[config.mk]
export PLATFORM = sky130hd
export DESIGN_NAME = keypad_bcd_encoder_flat
export DESIGN_NICKNAME = d
export VERILOG_FILES = /design/src/rtl/keypad_bcd_encoder_if.sv /design/src/rtl/keypad_bcd_encoder.sv /design/src/flat_wrapper.sv
export SDC_FILE = /design/constraint.sdc
export NUM_CORES = 1
export LEC_CHECK = 0
export BUFFER_PORTS_ARGS = -buffer_cell sky130_fd_sc_hd__buf_2
export CAP_MARGIN = 15
export CELL_PAD_IN_SITES_DETAIL_PLACEMENT = 1
export CELL_PAD_IN_SITES_GLOBAL_PLACEMENT = 1
export CORE_ASPECT_RATIO = 1.5
export CORE_MARGIN = 3
export CORE_UTILIZATION = 47
export CTS_BUF_LIST = sky130_fd_sc_hd__clkbuf_2 sky130_fd_sc_hd__clkbuf_4 sky130_fd_sc_hd__clkbuf_8
export CTS_CLUSTER_SIZE = 8
export DETAILED_ROUTE_END_ITERATION = 7
export HOLD_SLACK_MARGIN = 0.1
export PLACE_DENSITY_LB_ADDON = 0.15
export SLEW_MARGIN = 20
export SYNTH_ARGS = -nofsm -noshare
export SYNTH_HDL_FRONTEND = slang
export SYNTH_SLANG_ARGS = --single-unit
export TNS_END_PERCENT = 20
[constraint.sdc]
create_clock -name clk -period 5.45 [get_ports clk]
set_input_delay 0.545 -clock clk [delete_from_list [all_inputs] [get_ports clk]]
set_output_delay 0.545 -clock clk [all_outputs]
set_load 0.02 [all_outputs]
[src/rtl/keypad_bcd_encoder_if.sv]
// Digit-entry bus between the front-panel keypad encoder and its surroundings.
// Handshake: load is a one-cycle strobe from the encoder and has no ready.
// bcd_out is valid in every cycle load is high and holds between strobes.
// The consumer must take the digit in the strobe cycle.
interface keypad_bcd_encoder_if;
    logic       enable;
    logic       digits_clr;
    logic [9:0] keypad;
    logic [3:0] bcd_out;
    logic       load;
    logic [1:0] digit_count;
    logic       full;

    // Panel / controller side: drives keys and entry control, observes digits.
    modport master (
        output enable,
        output digits_clr,
        output keypad,
        input  bcd_out,
        input  load,
        input  digit_count,
        input  full
    );

    // Encoder side.
    modport slave (
        input  enable,
        input  digits_clr,
        input  keypad,
        output bcd_out,
        output load,
        output digit_count,
        output full
    );
endinterface

[src/rtl/keypad_bcd_encoder.sv]
// Front-panel keypad encoder.
// Debounces a raw 10-key keypad and accepts only a single key at a time.
// Each accepted press produces one BCD digit with a one-cycle load strobe.
// It counts accepted digits and refuses entry once MAX_DIGITS have been taken.
// The current FSM state is exported on state_dbg (IDLE=0, DEBOUNCE=1, EMIT=2, WAIT_RELEASE=3).
module keypad_bcd_encoder #(
    parameter int unsigned DEBOUNCE_CYCLES = 4,
    parameter int unsigned MAX_DIGITS      = 3
) (
    input  logic                  clk,
    input  logic                  clear,
    keypad_bcd_encoder_if.slave   kp,
    output logic [1:0]            state_dbg
);

    typedef enum logic [1:0] {
        IDLE         = 2'd0,
        DEBOUNCE     = 2'd1,
        EMIT         = 2'd2,
        WAIT_RELEASE = 2'd3
    } state_t;

    localparam logic [7:0] CNT_LAST   = 8'(DEBOUNCE_CYCLES - 1);
    localparam logic [1:0] DIGITS_MAX = 2'(MAX_DIGITS);

    state_t     state_q, state_d;
    logic [7:0] cnt_q, cnt_d;
    logic [9:0] key_q, key_d;
    logic [3:0] bcd_q, bcd_d;
    logic       load_q, load_d;
    logic [1:0] count_q, count_d;
    logic       full;

    // True when exactly one key line is active.
    function automatic logic is_one_hot(input logic [9:0] v);
        return (v != 10'd0) && ((v & (v - 10'd1)) == 10'd0);
    endfunction

    // Key index of a one-hot key vector: bit k gives digit k.
    function automatic logic [3:0] encode_key(input logic [9:0] v);
        logic [3:0] digit;
        digit = 4'd0;
        for (int k = 0; k < 10; k++) begin
            if (v[k]) begin
                digit = 4'(k);
            end
        end
        return digit;
    endfunction

    // Full follows the digit counter directly so both change on the same edge.
    assign full = (count_q == DIGITS_MAX);

    // Next-state, debounce counter, digit register and digit counter.
    always_comb begin
        state_d = state_q;
        cnt_d   = cnt_q;
        key_d   = key_q;
        bcd_d   = bcd_q;
        load_d  = 1'b0;
        count_d = count_q;

        // The digit counter is cleared before it can be incremented.
        // A strobe that is already on the bus when digits_clr arrives still happens.
        if (kp.digits_clr) begin
            count_d = 2'd0;
        end else if ((state_q == EMIT) && load_q && (count_q != DIGITS_MAX)) begin
            count_d = count_q + 2'd1;
        end

        if (!kp.enable) begin
            // Entry is locked out: abandon any press in progress.
            // The digit and count are kept.
            state_d = IDLE;
        end else begin
            case (state_q)
                IDLE: begin
                    if (is_one_hot(kp.keypad)) begin
                        key_d   = kp.keypad;
                        cnt_d   = 8'd1;
                        state_d = DEBOUNCE;
                    end
                end
                DEBOUNCE: begin
                    if (kp.keypad != key_q) begin
                        state_d = IDLE;
                    end else if (cnt_q == CNT_LAST) begin
                        if (kp.digits_clr) begin
                            // Panel clear races the acceptance: drop this press.
                            state_d = WAIT_RELEASE;
                        end else begin
                            state_d = EMIT;
                            if (!full) begin
                                load_d = 1'b1;
                                bcd_d  = encode_key(key_q);
                            end
                        end
                    end else begin
                        cnt_d = cnt_q + 8'd1;
                    end
                end
                EMIT: begin
                    state_d = WAIT_RELEASE;
                end
                WAIT_RELEASE: begin
                    // Ignore held keys and rollover until the pad is fully released.
                    if (kp.keypad == 10'd0) begin
                        state_d = IDLE;
                    end
                end
                default: begin
                    state_d = IDLE;
                end
            endcase
        end
    end

    // State and output registers with synchronous clear.
    always_ff @(posedge clk) begin
        if (clear) begin
            state_q <= IDLE;
            cnt_q   <= 8'd0;
            key_q   <= 10'd0;
            bcd_q   <= 4'd0;
            load_q  <= 1'b0;
            count_q <= 2'd0;
        end else begin
            state_q <= state_d;
            cnt_q   <= cnt_d;
            key_q   <= key_d;
            bcd_q   <= bcd_d;
            load_q  <= load_d;
            count_q <= count_d;
        end
    end

    assign kp.bcd_out     = bcd_q;
    assign kp.load        = load_q;
    assign kp.digit_count = count_q;
    assign kp.full        = full;
    assign state_dbg      = state_q;

endmodule

[src/flat_wrapper.sv]
// flat-port wrapper written by rule: the top's interface ports become plain ports
module keypad_bcd_encoder_flat 
#(
    parameter int unsigned DEBOUNCE_CYCLES = 4,
    parameter int unsigned MAX_DIGITS      = 3
)
  (clk, clear, state_dbg, kp_enable, kp_digits_clr, kp_keypad, kp_bcd_out, kp_load, kp_digit_count, kp_full);
  keypad_bcd_encoder_if kp_i ();
  input  logic clk;
  input  logic clear;
  output logic [1:0] state_dbg;
  input wire logic [$bits(kp_i.enable)-1:0] kp_enable;
  input wire logic [$bits(kp_i.digits_clr)-1:0] kp_digits_clr;
  input wire logic [$bits(kp_i.keypad)-1:0] kp_keypad;
  output wire logic [$bits(kp_i.bcd_out)-1:0] kp_bcd_out;
  output wire logic [$bits(kp_i.load)-1:0] kp_load;
  output wire logic [$bits(kp_i.digit_count)-1:0] kp_digit_count;
  output wire logic [$bits(kp_i.full)-1:0] kp_full;
  assign kp_i.enable = kp_enable;
  assign kp_i.digits_clr = kp_digits_clr;
  assign kp_i.keypad = kp_keypad;
  assign kp_bcd_out = kp_i.bcd_out;
  assign kp_load = kp_i.load;
  assign kp_digit_count = kp_i.digit_count;
  assign kp_full = kp_i.full;
  keypad_bcd_encoder #(.DEBOUNCE_CYCLES(DEBOUNCE_CYCLES), .MAX_DIGITS(MAX_DIGITS)) u_core (.clk(clk), .clear(clear), .kp(kp_i), .state_dbg(state_dbg));
endmodule
Word-level counts from Yosys, hierarchy flattened
Cells that the tools add are included.
Word-level totals
  flip-flop bits (word level): 27
  bits of input ports: 14
Operators by class
  add/sub/neg operators: 3
  eq/ne operators: 12
  mux-type cells: 20
  bitwise logic cells: 7
  reduce and logical (&&, ||, !) cells: 15
Operators by type and width (count)
  8-bit two-way mux: 3
  10-bit logical NOT: 2
  8-bit case mux with 2 select lines: 1
  2-bit two-way mux: 6
  3-bit two-way mux: 4
  10-bit bitwise AND: 1
  10-bit != test: 1
  10-bit nonzero test: 1
  10-bit by 1-bit subtractor with 10-bit output, second input constant: 1
  8-bit by 1-bit adder with 8-bit output, second input constant: 1
  8-bit by 2-bit equality test with 1-bit output, second input constant: 1
  4-bit two-way mux: 2
  2-bit case mux with 4 select lines: 1
  2-bit equality test, second input constant: 3
  2-bit != test, second input constant: 3
  1-bit NOT: 6
  3-bit AND reduction: 2
  6-bit AND reduction: 1
  6-bit OR reduction: 1
  5-bit AND reduction: 1
  2-bit by 1-bit != test with 1-bit output, second input constant: 2
  2-bit OR reduction: 2
  1-bit logical AND: 3
  1-bit two-way mux: 3
  5 further kinds: 5

Longest topological paths before layout
Gate-level depths: netlist of run 1.
  word-level depth: 9
  mapped depth: 7
  mapped depth without buffers: 6

Least setup slack after synthesis of run 1
No wires, ideal clock.
  kind: flip-flop to flip-flop
  from: register u_core.cnt_q[0]
  to: register u_core.bcd_q[1], in the netlist u_core.kp.bcd_out[1]
  setup time: 128 ps
  data arrival time: 2073 ps
  setup slack: 3249 ps
  stages on the path, launching flop included: 7
  cells stage by stage: dfxtp_1 ha_1 or4b_4 or4_4 nor4_4 mux2i_1 nor2_1
Between the ends
  word-level cells in the longest chain between the ends: 2
RTL lines
  start, declared: RTL line keypad_bcd_encoder.sv:27  | logic [7:0] cnt_q, cnt_d;
  start signal, assigned: RTL line keypad_bcd_encoder.sv:129  | cnt_q <= cnt_d;
  8-bit by 2-bit equality test with 1-bit output: RTL line keypad_bcd_encoder.sv:87  | end else if (cnt_q == CNT_LAST) begin
  6-bit AND reduction (no line)
  end signal, assigned: RTL line keypad_bcd_encoder.sv:124  | bcd_q <= 4'd0;
  end signal, assigned: RTL line keypad_bcd_encoder.sv:131  | bcd_q <= bcd_d;
  end, declared: RTL line keypad_bcd_encoder.sv:29  | logic [3:0] bcd_q, bcd_d;
No other way between the ends.
A chain may end at the register's enable or synchronous reset.

Worst setup path after layout of run 1
  from: input port kp_keypad[0]
  to: register u_core.cnt_q[6]
Between the ends
  word-level cells in the longest chain between the ends: 6
  elaborated cells on any way between the ends: 9
  those cells by class: add/sub (1); eq/ne (3); bitwise (1); reduce/logical (4)
RTL lines
  start, declared: RTL line flat_wrapper.sv:14  | input wire logic [$bits(kp_i.keypad)-1:0] kp_keypad;
  10-bit by 1-bit subtractor with 10-bit output: RTL line keypad_bcd_encoder.sv:36  | return (v != 10'd0) && ((v & (v - 10'd1)) == 10'd0);
  10-bit bitwise AND: RTL line keypad_bcd_encoder.sv:36
  10-bit logical NOT: RTL line keypad_bcd_encoder.sv:36
  1-bit logical AND: RTL line keypad_bcd_encoder.sv:36
  2-bit by 1-bit != test with 1-bit output (no line)
  5-bit AND reduction (no line) *
Every way passes the cells marked *; elsewhere a longest branch is shown, timed or not.

==> metrics.txt, run 1 <==
# TYPE chip_impl_metric gauge
chip_impl_info{name="setup.worst_path.end_class",value="flop"} 1
chip_impl_metric{name="cts-hold-fix-buffers",unit=""} 0
chip_impl_metric{name="fin_crit_sh",unit=""} 0.4813
chip_impl_metric{name="worst_ir_drop_vdd",unit="V"} 0.0001547
chip_impl_metric{name="fp.dieW",unit="um"} 53.61
chip_impl_metric{name="number_of_cts_inserted_buffers",unit=""} 3
chip_impl_metric{name="setup_viol",unit=""} 0
chip_impl_metric{name="gp_congestion",unit=""} 0.8488
chip_impl_metric{name="critPathArrivalTime",unit="ps"} 2750
chip_impl_metric{name="power.share.switching",unit=""} 0.2426
chip_impl_metric{name="postRouteWirelength",unit="mm"} 4.406
chip_impl_metric{name="final.setup.worst_slack",unit="ps"} 2827
chip_impl_metric{name="antenna_violating_nets_post_route",unit=""} 0
chip_impl_metric{name="pwr-share-comb",unit=""} 0.101
chip_impl_metric{name="post_syn_area",unit="um^2"} 1598
chip_impl_metric{name="drc",unit=""} 0
chip_impl_metric{name="cts.sinks",unit=""} 27
chip_impl_metric{name="design.core.area",unit="um^2"} 3222
chip_impl_metric{name="routed_via_density",unit=""} 6.309
chip_impl_metric{name="postCtsSetupBuffers",unit=""} 0
chip_impl_info{name="clock-root-buffer",value="sky130_fd_sc_hd__clkbuf_8"} 1
chip_impl_metric{name="synth_cells",unit=""} 185
chip_impl_metric{name="fin_area",unit="um^2"} 1778
chip_impl_metric{name="grt_start_max_net_pins",unit=""} 28
chip_impl_info{name="most-common-layout-cells",value="sky130_fd_sc_hd__dfxtp_1, sky130_fd_sc_hd__buf_2, sky130_fd_sc_hd__a21oi_1, sky130_fd_sc_hd__nand4_1, sky130_fd_sc_hd__nor2_1"} 1
chip_impl_metric{name="clockPowerShare",unit=""} 0.336
chip_impl_info{name="grt_setup_unrepaired",value="no"} 1
chip_impl_metric{name="r2r_setup_slack",unit="ps"} 2960
chip_impl_metric{name="worst-endpoint-required",unit="ps"} 5580
chip_impl_info{name="tritoncts_clock_tree",value="built"} 1
chip_impl_metric{name="cts_repair_resize_count",unit=""} 0
chip_impl_metric{name="cp_max_fo",unit=""} 12
chip_impl_metric{name="clock_latency_reported_for_the_late_side_of_the_worst_skew_pair",unit="ps"} 270
chip_impl_metric{name="max_cap_violations",unit=""} 0
chip_impl_info{name="crit_path_end",value="u_core.cnt_q[6]$_SDFFE_PP0P_"} 1
chip_impl_metric{name="period_needed",unit="ps"} 2623
chip_impl_metric{name="slew_violations",unit=""} 0
chip_impl_info{name="worst-setup-path-type",value="input pin to flop"} 1
chip_impl_metric{name="achievable_frequency",unit="MHz"} 381.2
chip_impl_metric{name="dp_worst_setup_slack",unit="ps"} 2633
chip_impl_metric{name="cts-htree-levels",unit=""} 1
chip_impl_info{name="rr_endpoint",value="u_core.kp.bcd_out[2]$_SDFFE_PP0P_"} 1
chip_impl_metric{name="power.internal",unit="W"} 0.0002655
chip_impl_metric{name="row_count",unit=""} 25
chip_impl_info{name="min_path_type",value="input pin to flop"} 1
chip_impl_metric{name="postPlaceCellArea",unit="um^2"} 1729
chip_impl_metric{name="antenna-diode-count",unit=""} 0
chip_impl_metric{name="r2r.worst_path.cells",unit=""} 6
chip_impl_metric{name="grtUsageTotal",unit=""} 0.2377
chip_impl_metric{name="die_h",unit="um"} 77.41
chip_impl_metric{name="design.final.nets",unit=""} 220
chip_impl_metric{name="synthesis.yosys.warnings",unit=""} 0
chip_impl_metric{name="number_of_antenna_violations_at_the_first_check_in_global_routing",unit=""} 0
chip_impl_metric{name="synth-seq-cells",unit=""} 27
chip_impl_metric{name="route.detailed.wl_per_inst",unit="um"} 18.13
chip_impl_metric{name="power_density",unit="nW/um^2"} 197.2
chip_impl_info{name="critical_path.reg2reg.startpoint",value="u_core.cnt_q[0]$_SDFFE_PP0P_"} 1
chip_impl_metric{name="worst_case_clock_skew",unit="ps"} 10.86
chip_impl_metric{name="relative_slew_margins",unit=""} 0.4101
chip_impl_metric{name="global_route_wire_length_before_repair",unit="mm"} 7.500
chip_impl_metric{name="post_dp_hpwl",unit="mm"} 3.423
chip_impl_metric{name="switchingPower",unit="W"} 0.00008505
chip_impl_info{name="layout_commonest_cell",value="sky130_fd_sc_hd__dfxtp_1"} 1
chip_impl_metric{name="max_slew.worst_pin.slew",unit="ps"} 878.9
chip_impl_metric{name="count_of_tritonroute_iterations_in_the_first_routing_pass",unit=""} 4
chip_impl_metric{name="power_leakage",unit="nW"} 0.5971
chip_impl_metric{name="die-area",unit="um^2"} 4150
chip_impl_metric{name="cts_max_path_buffers",unit=""} 2
chip_impl_metric{name="report.final.hold_viol_count",unit=""} 0
chip_impl_metric{name="overall_power",unit="W"} 0.0003505
chip_impl_metric{name="drt_iter0_drc",unit=""} 23
chip_impl_metric{name="start_util",unit=""} 0.4959
chip_impl_metric{name="layout-area-overhead-vs-synth",unit="%"} 11.28
chip_impl_metric{name="syn-mean-instance-area",unit="um^2"} 8.637
chip_impl_metric{name="port_buffers",unit=""} 23
chip_impl_metric{name="postSynthNetCount",unit=""} 201
chip_impl_metric{name="tns",unit="ps"} 0
chip_impl_metric{name="via_count",unit=""} 1533
chip_impl_metric{name="fraction_of_the_yosys_area_taken_by_sequential_cells",unit=""} 0.3383
chip_impl_info{name="run_status",value="finished, final reports clean"} 1
chip_impl_info{name="timing.critical_path.from_type",value="input pin"} 1
chip_impl_metric{name="synth.lib_cells_used.distinct",unit=""} 42
chip_impl_metric{name="total_congestion_overflow",unit=""} 0
chip_impl_metric{name="clk_pin_slew_worst_paths",unit="ps"} 100
chip_impl_metric{name="pwr-share-seq",unit=""} 0.563
chip_impl_metric{name="io-pin-count",unit=""} 24
chip_impl_metric{name="drive_above_1_share",unit=""} 0.1626
chip_impl_info{name="critical_path.startpoint",value="kp_keypad[0]"} 1
chip_impl_metric{name="first_global_vias",unit=""} 1626
-- per-stage QoR --
stage               utilization  hold slack [ps]  instances
floorplan                     -            460.7        185
global placement         0.5367            467.1        239
detailed placement       0.5367            485.7        239
CTS                      0.5518            478.6        243
global route             0.5518            470.2        243
finish                   0.5518            477.5        243
-- area by class of cell --
type | instances | area, um^2
Inverter | 3 | 11.26
Fill cell | 410 | 1444
Sequential cell | 27 | 540.5
Clock buffer | 4 | 48.80
Tap cell | 40 | 50.05
Timing Repair Buffer | 23 | 115.1
Multi-Input combinational cell | 146 | 1012
-- how the worst min path moves through the flow --
stage	slack, ps	end	start	cells after the start
after global routing	470	u_core.kp.digit_count[0]$_SDFFE_PP0P_	kp_digits_clr	2
after global placement	470	u_core.kp.bcd_out[1]$_SDFFE_PP0P_	u_core.kp.bcd_out[1]$_SDFFE_PP0P_	2
after CTS	480	u_core.kp.digit_count[1]$_SDFFE_PP0P_	kp_digits_clr	2
after floorplan	460	u_core.key_q[0]$_SDFFE_PP0P_	u_core.key_q[0]$_SDFFE_PP0P_	2
after detailed placement	490	u_core.kp.bcd_out[3]$_SDFFE_PP0P_	u_core.kp.bcd_out[3]$_SDFFE_PP0P_	2
final	480	u_core.kp.digit_count[1]$_SDFFE_PP0P_	kp_digits_clr	2
-- synthesized netlist by cell type (all sizes together) --
library cell | number | share of area
a2111oi | 1 | 0.0055
a21oi | 20 | 0.063
a311oi | 8 | 0.044
a31o | 1 | 0.0055
a31oi | 2 | 0.0078
a41oi | 1 | 0.0055
and3 | 5 | 0.020
and3b | 1 | 0.0055
buf | 2 | 0.0047
clkbuf | 7 | 0.016
dfxtp | 27 | 0.34
ha | 2 | 0.016
inv | 3 | 0.0070
mux2i | 4 | 0.025
nand2 | 3 | 0.0070
nand2b | 4 | 0.016
nand4 | 14 | 0.055
nor2 | 13 | 0.031
nor2b | 3 | 0.012
nor3 | 5 | 0.016
nor3b | 1 | 0.0047
nor4 | 3 | 0.025
nor4b | 1 | 0.0055
o211ai | 1 | 0.0047
o21a | 7 | 0.033
o21ai | 7 | 0.022
o21bai | 2 | 0.0094
o221ai | 1 | 0.0055
o311a | 1 | 0.0063
o311ai | 1 | 0.010
o31a | 2 | 0.011
o31ai | 11 | 0.052
or2 | 1 | 0.0039
or3 | 3 | 0.012
or4 | 3 | 0.016
or4b | 2 | 0.015
xnor2 | 12 | 0.066
-- critical path, cell delays in order --
cell and delay (ps):
sky130_fd_sc_hd__buf_2 130, sky130_fd_sc_hd__or3_1 400, sky130_fd_sc_hd__a2111oi_0 470, sky130_fd_sc_hd__o21ai_1 450, sky130_fd_sc_hd__o21ai_1 580, sky130_fd_sc_hd__a311oi_1 180
-- cells by family (layout without fill, tap and decap cells) --
kind of cell,after synthesis,count (layout),share of synthesized area
compound gates,66,66,0.2843
simple gates,62,62,0.2428
flops,27,27,0.3383
mux,4,4,0.02506
xor+xnor,12,12,0.06578
fa+ha+maj,2,2,0.01566
buf+inv,12,30,0.02820
-- sequential cells by signal, indices dropped and copies added, names as in the netlist, named ones only --
| signal | flops |
|---|---|
| u_core.state_dbg | 1 |
| u_core.kp.bcd_out | 4 |
| u_core.cnt_q | 8 |
| u_core.kp.load | 1 |
| u_core.kp.digit_count | 2 |
| u_core.key_q | 10 |
-- power by group through the flow --
stage | registers (W) | clock network (W) | logic [W]
floorplan | 0.000202 | 0 | 0.0000209
finish | 0.000197 | 0.000118 | 0.0000354
detailed placement | 0.000202 | 0 | 0.0000355
global route | 0.000198 | 0.000133 | 0.0000394
CTS | 0.000198 | 0.000121 | 0.0000356
global placement | 0.000202 | 0 | 0.0000338
-- metal layers --
layer | routed length (um) | track usage | vias up
met5 | 0 | 0 | -
met4 | 102 | 0.1023 | 0
met3 | 110 | 0.02495 | 9
met2 | 2445 | 0.4386 | 23
met1 | 1749 | 0.2569 | 740
li1 | - | - | 761
Power figures use the tool's default switching activity.
==> run 2: changes to the inputs <==
CORE_UTILIZATION = 44   (was 47)
clock period = 2.7 ns   (was 5.45 ns; I/O delays follow)
==> metrics.txt, run 2 (synthesis results as in run 1) <==
# TYPE chip_impl_metric gauge
chip_impl_metric{name="r2r.worst_path.cells",unit=""} 6
chip_impl_metric{name="die_h",unit="um"} 79.81
chip_impl_info{name="worst-setup-path-type",value="flop to flop"} 1
chip_impl_metric{name="postCtsSetupBuffers",unit=""} 0
chip_impl_metric{name="achievable_frequency",unit="MHz"} 415.3
chip_impl_metric{name="fin_crit_sh",unit=""} 0.8918
chip_impl_metric{name="fin_area",unit="um^2"} 1803
chip_impl_metric{name="fp.dieW",unit="um"} 55.20
chip_impl_metric{name="antenna-diode-count",unit=""} 0
chip_impl_metric{name="layout-area-overhead-vs-synth",unit="%"} 12.84
chip_impl_metric{name="count_of_tritonroute_iterations_in_the_first_routing_pass",unit=""} 4
chip_impl_metric{name="worst-endpoint-required",unit="ps"} 2880
chip_impl_metric{name="max_cap_violations",unit=""} 0
chip_impl_metric{name="die-area",unit="um^2"} 4405
chip_impl_metric{name="via_count",unit=""} 1588
chip_impl_metric{name="post_dp_hpwl",unit="mm"} 3.454
chip_impl_metric{name="hold_depth",unit=""} 2
chip_impl_metric{name="gp_congestion",unit=""} 0.8270
chip_impl_metric{name="clk_pin_slew_worst_paths",unit="ps"} 100
chip_impl_metric{name="worst_ir_drop_vdd",unit="V"} 0.0003431
chip_impl_info{name="grt_setup_unrepaired",value="no"} 1
chip_impl_metric{name="largest_register_ffs",unit=""} 10
chip_impl_metric{name="design.core.area",unit="um^2"} 3448
chip_impl_metric{name="cts_repair_resize_count",unit=""} 0
chip_impl_metric{name="routed_via_density",unit=""} 6.403
chip_impl_metric{name="drc",unit=""} 0
chip_impl_metric{name="setup_viol",unit=""} 0
chip_impl_metric{name="number_of_antenna_violations_at_the_first_check_in_global_routing",unit=""} 0
chip_impl_info{name="most-common-layout-cells",value="sky130_fd_sc_hd__dfxtp_1, sky130_fd_sc_hd__buf_2, sky130_fd_sc_hd__a21oi_1, sky130_fd_sc_hd__nand4_1, sky130_fd_sc_hd__nor2_1"} 1
chip_impl_metric{name="first_global_vias",unit=""} 1682
chip_impl_metric{name="worst_case_clock_skew",unit="ps"} 13.19
chip_impl_metric{name="global_route_wire_length_before_repair",unit="mm"} 7.659
chip_impl_metric{name="cp_max_fo",unit=""} 5
chip_impl_metric{name="route.detailed.wl_per_inst",unit="um"} 18.41
chip_impl_metric{name="slew_violations",unit=""} 0
chip_impl_metric{name="grtUsageTotal",unit=""} 0.2115
chip_impl_metric{name="report.final.hold_viol_count",unit=""} 0
chip_impl_metric{name="cts_max_path_buffers",unit=""} 2
chip_impl_metric{name="grt_start_max_net_pins",unit=""} 28
chip_impl_metric{name="cts-hold-fix-buffers",unit=""} 0
chip_impl_metric{name="power_leakage",unit="nW"} 0.6066
chip_impl_metric{name="drive_above_1_share",unit=""} 0.1748
chip_impl_metric{name="clock_latency_reported_for_the_late_side_of_the_worst_skew_pair",unit="ps"} 270
chip_impl_info{name="setup.worst_path.end_class",value="flop"} 1
chip_impl_metric{name="port_buffers",unit=""} 23
chip_impl_metric{name="nFillCells",unit=""} 426
chip_impl_metric{name="cts-htree-levels",unit=""} 1
chip_impl_metric{name="period_needed",unit="ps"} 2408
chip_impl_metric{name="io-pin-count",unit=""} 24
chip_impl_metric{name="antenna_violating_nets_post_route",unit=""} 0
chip_impl_metric{name="total_congestion_overflow",unit=""} 0
chip_impl_info{name="min_path_type",value="input pin to flop"} 1
chip_impl_metric{name="max_slew.worst_pin.slew",unit="ps"} 772.0
chip_impl_info{name="timing.critical_path.from_type",value="flop"} 1
chip_impl_info{name="clock-root-buffer",value="sky130_fd_sc_hd__clkbuf_8"} 1
chip_impl_metric{name="tns",unit="ps"} 0
chip_impl_metric{name="r2r_setup_slack",unit="ps"} 290
chip_impl_info{name="largest-register",value="u_core.key_q"} 1
chip_impl_metric{name="number_of_cts_inserted_buffers",unit=""} 3
chip_impl_metric{name="postRouteWirelength",unit="mm"} 4.566
chip_impl_metric{name="relative_slew_margins",unit=""} 0.4845
chip_impl_metric{name="power_density",unit="nW/um^2"} 390.3
chip_impl_metric{name="start_util",unit=""} 0.4634
chip_impl_metric{name="design.final.nets",unit=""} 223
chip_impl_metric{name="final_hold_slack",unit="ps"} 191.9
chip_impl_metric{name="drt_iter0_drc",unit=""} 32
chip_impl_metric{name="critPathArrivalTime",unit="ps"} 2590
chip_impl_info{name="run_status",value="finished, final reports clean"} 1
chip_impl_metric{name="cts.sinks",unit=""} 27
chip_impl_info{name="layout_commonest_cell",value="sky130_fd_sc_hd__dfxtp_1"} 1
chip_impl_metric{name="postPlaceCellArea",unit="um^2"} 1754
chip_impl_info{name="tritoncts_clock_tree",value="built"} 1
chip_impl_metric{name="row_count",unit=""} 26
-- run 2: path summary, 6_finish.rpt --
check / from / endpoint
max: u_core.cnt_q[1]$_SDFFE_PP0P_ / u_core.kp.bcd_out[0]$_SDFFE_PP0P_
max reg2reg: u_core.cnt_q[1]$_SDFFE_PP0P_ / u_core.kp.bcd_out[0]$_SDFFE_PP0P_
min: kp_digits_clr / u_core.kp.digit_count[0]$_SDFFE_PP0P_
min reg2reg: u_core.key_q[0]$_SDFFE_PP0P_ / u_core.key_q[0]$_SDFFE_PP0P_
-- run 2: layout make-up --
cell class                 instances  area (um^2)  area share
timing repair buffer              26        137.6     0.07634
tap                               42        52.55     0.02915
clock inverter                     1        7.507    0.004164
clock buffer                       3        41.29     0.02290
inverter                           3        11.26    0.006246
sequential                        27        540.5      0.2998
multi-input combinational        146         1012      0.5614
-- run 2: where the power goes --
part	switching (W)	internal (W)	total, W	leakage [nW]
Clock	0.000125	0.000104	0.000229	0.0217
Combinational	0.0000525	0.0000233	0.0000759	0.368
Sequential	0.000000455	0.000398	0.000399	0.217
-- run 2: stage by stage --
stage | power [W] | util | setup WS, ps | instances
6_report | 0.0007036 | 0.5229 | 292.2 | 248
4_1_cts | 0.0007085 | 0.5229 | 282.7 | 248
5_1_grt | 0.0007402 | 0.5229 | 132.4 | 248
3_3_place_gp | 0.0004785 | 0.5087 | 396.1 | 244
3_5_place_dp | 0.0004822 | 0.5087 | 295.0 | 244
2_1_floorplan | 0.0004501 | - | 499.4 | 185
-- run 2: worst max-delay path, cell delays in order, from the launching register on --
cell,delay (ps)
sky130_fd_sc_hd__dfxtp_1,380
sky130_fd_sc_hd__ha_1,220
sky130_fd_sc_hd__or4b_4,500
sky130_fd_sc_hd__or4_4,550
sky130_fd_sc_hd__nor4_4,330
sky130_fd_sc_hd__nor2_1,80
sky130_fd_sc_hd__a311oi_1,270
-- run 2: routing by layer --
metal | wire, um | GRT usage | vias up | share of wire
met3 | 113 | 0.02751 | 6 | 0.025
met1 | 1858 | 0.2207 | 787 | 0.41
met2 | 2537 | 0.4218 | 25 | 0.56
met5 | 0 | 0 | - | 0
li1 | - | - | 770 | -
met4 | 57 | 0.07299 | 0 | 0.012
==> run 3: changes to the inputs <==
RECOVER_POWER = 50   (was not set)
==> metrics.txt, run 3 (synthesis results as in run 1) <==
# TYPE chip_impl_metric gauge
chip_impl_info{name="run_status",value="finished, final reports clean"} 1
chip_impl_metric{name="die_h",unit="um"} 79.81
chip_impl_metric{name="critPathArrivalTime",unit="ps"} 2620
chip_impl_metric{name="postLayoutCoreUtil",unit=""} 0.5181
chip_impl_metric{name="design.final.nets",unit=""} 223
chip_impl_metric{name="cts-hold-fix-buffers",unit=""} 0
chip_impl_metric{name="global_route_wire_length_before_repair",unit="mm"} 7.659
chip_impl_metric{name="drt_iter0_drc",unit=""} 34
chip_impl_metric{name="worst_ir_drop_vdd",unit="V"} 0.0003433
chip_impl_metric{name="clock_latency_reported_for_the_late_side_of_the_worst_skew_pair",unit="ps"} 270
chip_impl_metric{name="cts.sinks",unit=""} 27
chip_impl_metric{name="layout-area-overhead-vs-synth",unit="%"} 11.82
chip_impl_metric{name="groute.layer.met1.usage",unit=""} 0.2207
chip_impl_metric{name="row_count",unit=""} 26
chip_impl_metric{name="tns",unit="ps"} 0
chip_impl_metric{name="nFillCells",unit=""} 433
chip_impl_info{name="worst-setup-path-type",value="flop to flop"} 1
chip_impl_metric{name="total_congestion_overflow",unit=""} 0
chip_impl_metric{name="io-pin-count",unit=""} 24
chip_impl_info{name="tritoncts_clock_tree",value="built"} 1
chip_impl_metric{name="start_util",unit=""} 0.4634
chip_impl_metric{name="report.final.hold_viol_count",unit=""} 0
chip_impl_metric{name="postCtsSetupBuffers",unit=""} 0
chip_impl_metric{name="worst_case_clock_skew",unit="ps"} 13.36
chip_impl_info{name="globalRoute.busiestLayer",value="met2"} 1
chip_impl_info{name="clock-root-buffer",value="sky130_fd_sc_hd__clkbuf_8"} 1
chip_impl_metric{name="slew_violations",unit=""} 0
chip_impl_metric{name="antenna-diode-count",unit=""} 0
chip_impl_metric{name="post_dp_hpwl",unit="mm"} 3.454
chip_impl_metric{name="antenna_violating_nets_post_route",unit=""} 0
chip_impl_metric{name="drive_above_1_share",unit=""} 0.1214
chip_impl_metric{name="switchingPower",unit="W"} 0.0001771
chip_impl_metric{name="largest_register_ffs",unit=""} 10
chip_impl_info{name="setup.worst_path.end_class",value="flop"} 1
chip_impl_metric{name="first_global_vias",unit=""} 1682
chip_impl_info{name="layout_commonest_cell",value="sky130_fd_sc_hd__dfxtp_1"} 1
chip_impl_metric{name="power_density",unit="nW/um^2"} 393.5
chip_impl_metric{name="clockPowerShare",unit=""} 0.326
chip_impl_info{name="largest-register",value="u_core.key_q"} 1
chip_impl_metric{name="power_leakage",unit="nW"} 0.5601
chip_impl_metric{name="cp_max_fo",unit=""} 5
chip_impl_metric{name="die-area",unit="um^2"} 4405
chip_impl_metric{name="max_slew.worst_pin.slew",unit="ps"} 923.8
chip_impl_metric{name="worst-endpoint-required",unit="ps"} 2880
chip_impl_metric{name="cts_repair_resize_count",unit=""} 0
chip_impl_metric{name="power.share.switching",unit=""} 0.2519
chip_impl_info{name="min_path_type",value="input pin to flop"} 1
chip_impl_metric{name="routed_via_density",unit=""} 6.379
chip_impl_metric{name="postRouteWirelength",unit="mm"} 4.521
chip_impl_metric{name="gp_congestion",unit=""} 0.8270
chip_impl_metric{name="port_buffers",unit=""} 23
chip_impl_metric{name="groute.layer.met3.usage",unit=""} 0.02751
chip_impl_metric{name="multiInputGateArea",unit="um^2"} 1008
chip_impl_metric{name="period_needed",unit="ps"} 2439
chip_impl_info{name="timing.critical_path.from_type",value="flop"} 1
chip_impl_info{name="most-common-layout-cells",value="sky130_fd_sc_hd__dfxtp_1, sky130_fd_sc_hd__a21oi_1, sky130_fd_sc_hd__nand4_1, sky130_fd_sc_hd__nor2_1, sky130_fd_sc_hd__buf_2"} 1
chip_impl_metric{name="number_of_cts_inserted_buffers",unit=""} 3
chip_impl_metric{name="cts-htree-levels",unit=""} 1
chip_impl_metric{name="met2_usage",unit=""} 0.4218
chip_impl_metric{name="max_cap_violations",unit=""} 0
chip_impl_metric{name="setup_viol",unit=""} 0
chip_impl_metric{name="relative_slew_margins",unit=""} 0.3776
chip_impl_metric{name="route.detailed.wl_per_inst",unit="um"} 18.23
chip_impl_metric{name="cts_max_path_buffers",unit=""} 2
chip_impl_metric{name="pwr-share-seq",unit=""} 0.567
chip_impl_metric{name="power.internal",unit="W"} 0.0005260
chip_impl_metric{name="achievable_frequency",unit="MHz"} 410.0
chip_impl_metric{name="drc",unit=""} 0
chip_impl_info{name="grt_setup_unrepaired",value="no"} 1
chip_impl_metric{name="grt_start_max_net_pins",unit=""} 28
chip_impl_metric{name="pwr-share-comb",unit=""} 0.107
chip_impl_metric{name="ff_latch_area",unit="um^2"} 540.5
chip_impl_metric{name="grtUsageTotal",unit=""} 0.2115
chip_impl_metric{name="number_of_antenna_violations_at_the_first_check_in_global_routing",unit=""} 0
chip_impl_metric{name="clk_pin_slew_worst_paths",unit="ps"} 100
chip_impl_metric{name="via_count",unit=""} 1582
chip_impl_metric{name="fin_crit_sh",unit=""} 0.9034
chip_impl_metric{name="design.core.area",unit="um^2"} 3448
chip_impl_metric{name="count_of_tritonroute_iterations_in_the_first_routing_pass",unit=""} 4
chip_impl_metric{name="fp.dieW",unit="um"} 55.20
run 3: cell types whose count changed in the layout (fill, tap and decap cells not counted), sizes merged:
cell	before	now
buf	26	16
clkbuf	3	13
run 3: path summary, 6_finish.rpt:
path | from | to | slack (ps) | depth (start not counted)
setup reg to reg | u_core.cnt_q[1]$_SDFFE_PP0P_ | u_core.kp.bcd_out[0]$_SDFFE_PP0P_ | 260 | 6
hold / removal | kp_digits_clr | u_core.kp.digit_count[0]$_SDFFE_PP0P_ | 190 | 2
hold reg to reg | u_core.key_q[0]$_SDFFE_PP0P_ | u_core.key_q[0]$_SDFFE_PP0P_ | 500 | 2
setup / recovery | u_core.cnt_q[1]$_SDFFE_PP0P_ | u_core.kp.bcd_out[0]$_SDFFE_PP0P_ | 260 | 6
run 3: area by class of cell:
cell class,instances,area share
Clock buffer,3,0.02311
Clock inverter,1,0.004202
Inverter,3,0.006303
Multi-Input combinational cell,146,0.5644
Sequential cell,27,0.3025
Tap cell,42,0.02941
Timing Repair Buffer,26,0.07003
run 3: routing by layer:
metal | part of all wire | routed length (um)
met1 | 0.41 | 1841
met2 | 0.56 | 2526
met5 | 0 | 0
met4 | 0.013 | 57
met3 | 0.021 | 96
run 3: critical path, stage by stage, from the launching register on:
cell	delay, ps
sky130_fd_sc_hd__dfxtp_1	380
sky130_fd_sc_hd__ha_1	220
sky130_fd_sc_hd__or4b_1	510
sky130_fd_sc_hd__or4_4	560
sky130_fd_sc_hd__nor4_4	330
sky130_fd_sc_hd__nor2_1	80
sky130_fd_sc_hd__a311oi_1	270
run 3: power groups by stage:
stage	registers (W)	clock network [W]	logic [W]
floorplan	0.000408	0	0.0000422
global placement	0.000408	0	0.0000706
detailed placement	0.000408	0	0.0000742
CTS	0.000399	0.000235	0.0000750
global route	0.000399	0.000259	0.0000818
finish	0.000399	0.000229	0.0000751
run 3: through the flow:
stage | setup slack, ps | area, um^2 | std cells | hold slack, ps | total power, W
5_1_grt | 100.2 | 1787 | 248 | 184.7 | 0.0007400
2_1_floorplan | 499.4 | 1598 | 185 | 347.5 | 0.0004501
4_1_cts | 282.7 | 1803 | 248 | 191.9 | 0.0007085
3_5_place_dp | 295.0 | 1754 | 244 | 484.3 | 0.0004822
3_3_place_gp | 396.1 | 1754 | 244 | 467.1 | 0.0004785
6_report | 260.7 | 1787 | 248 | 191.6 | 0.0007031
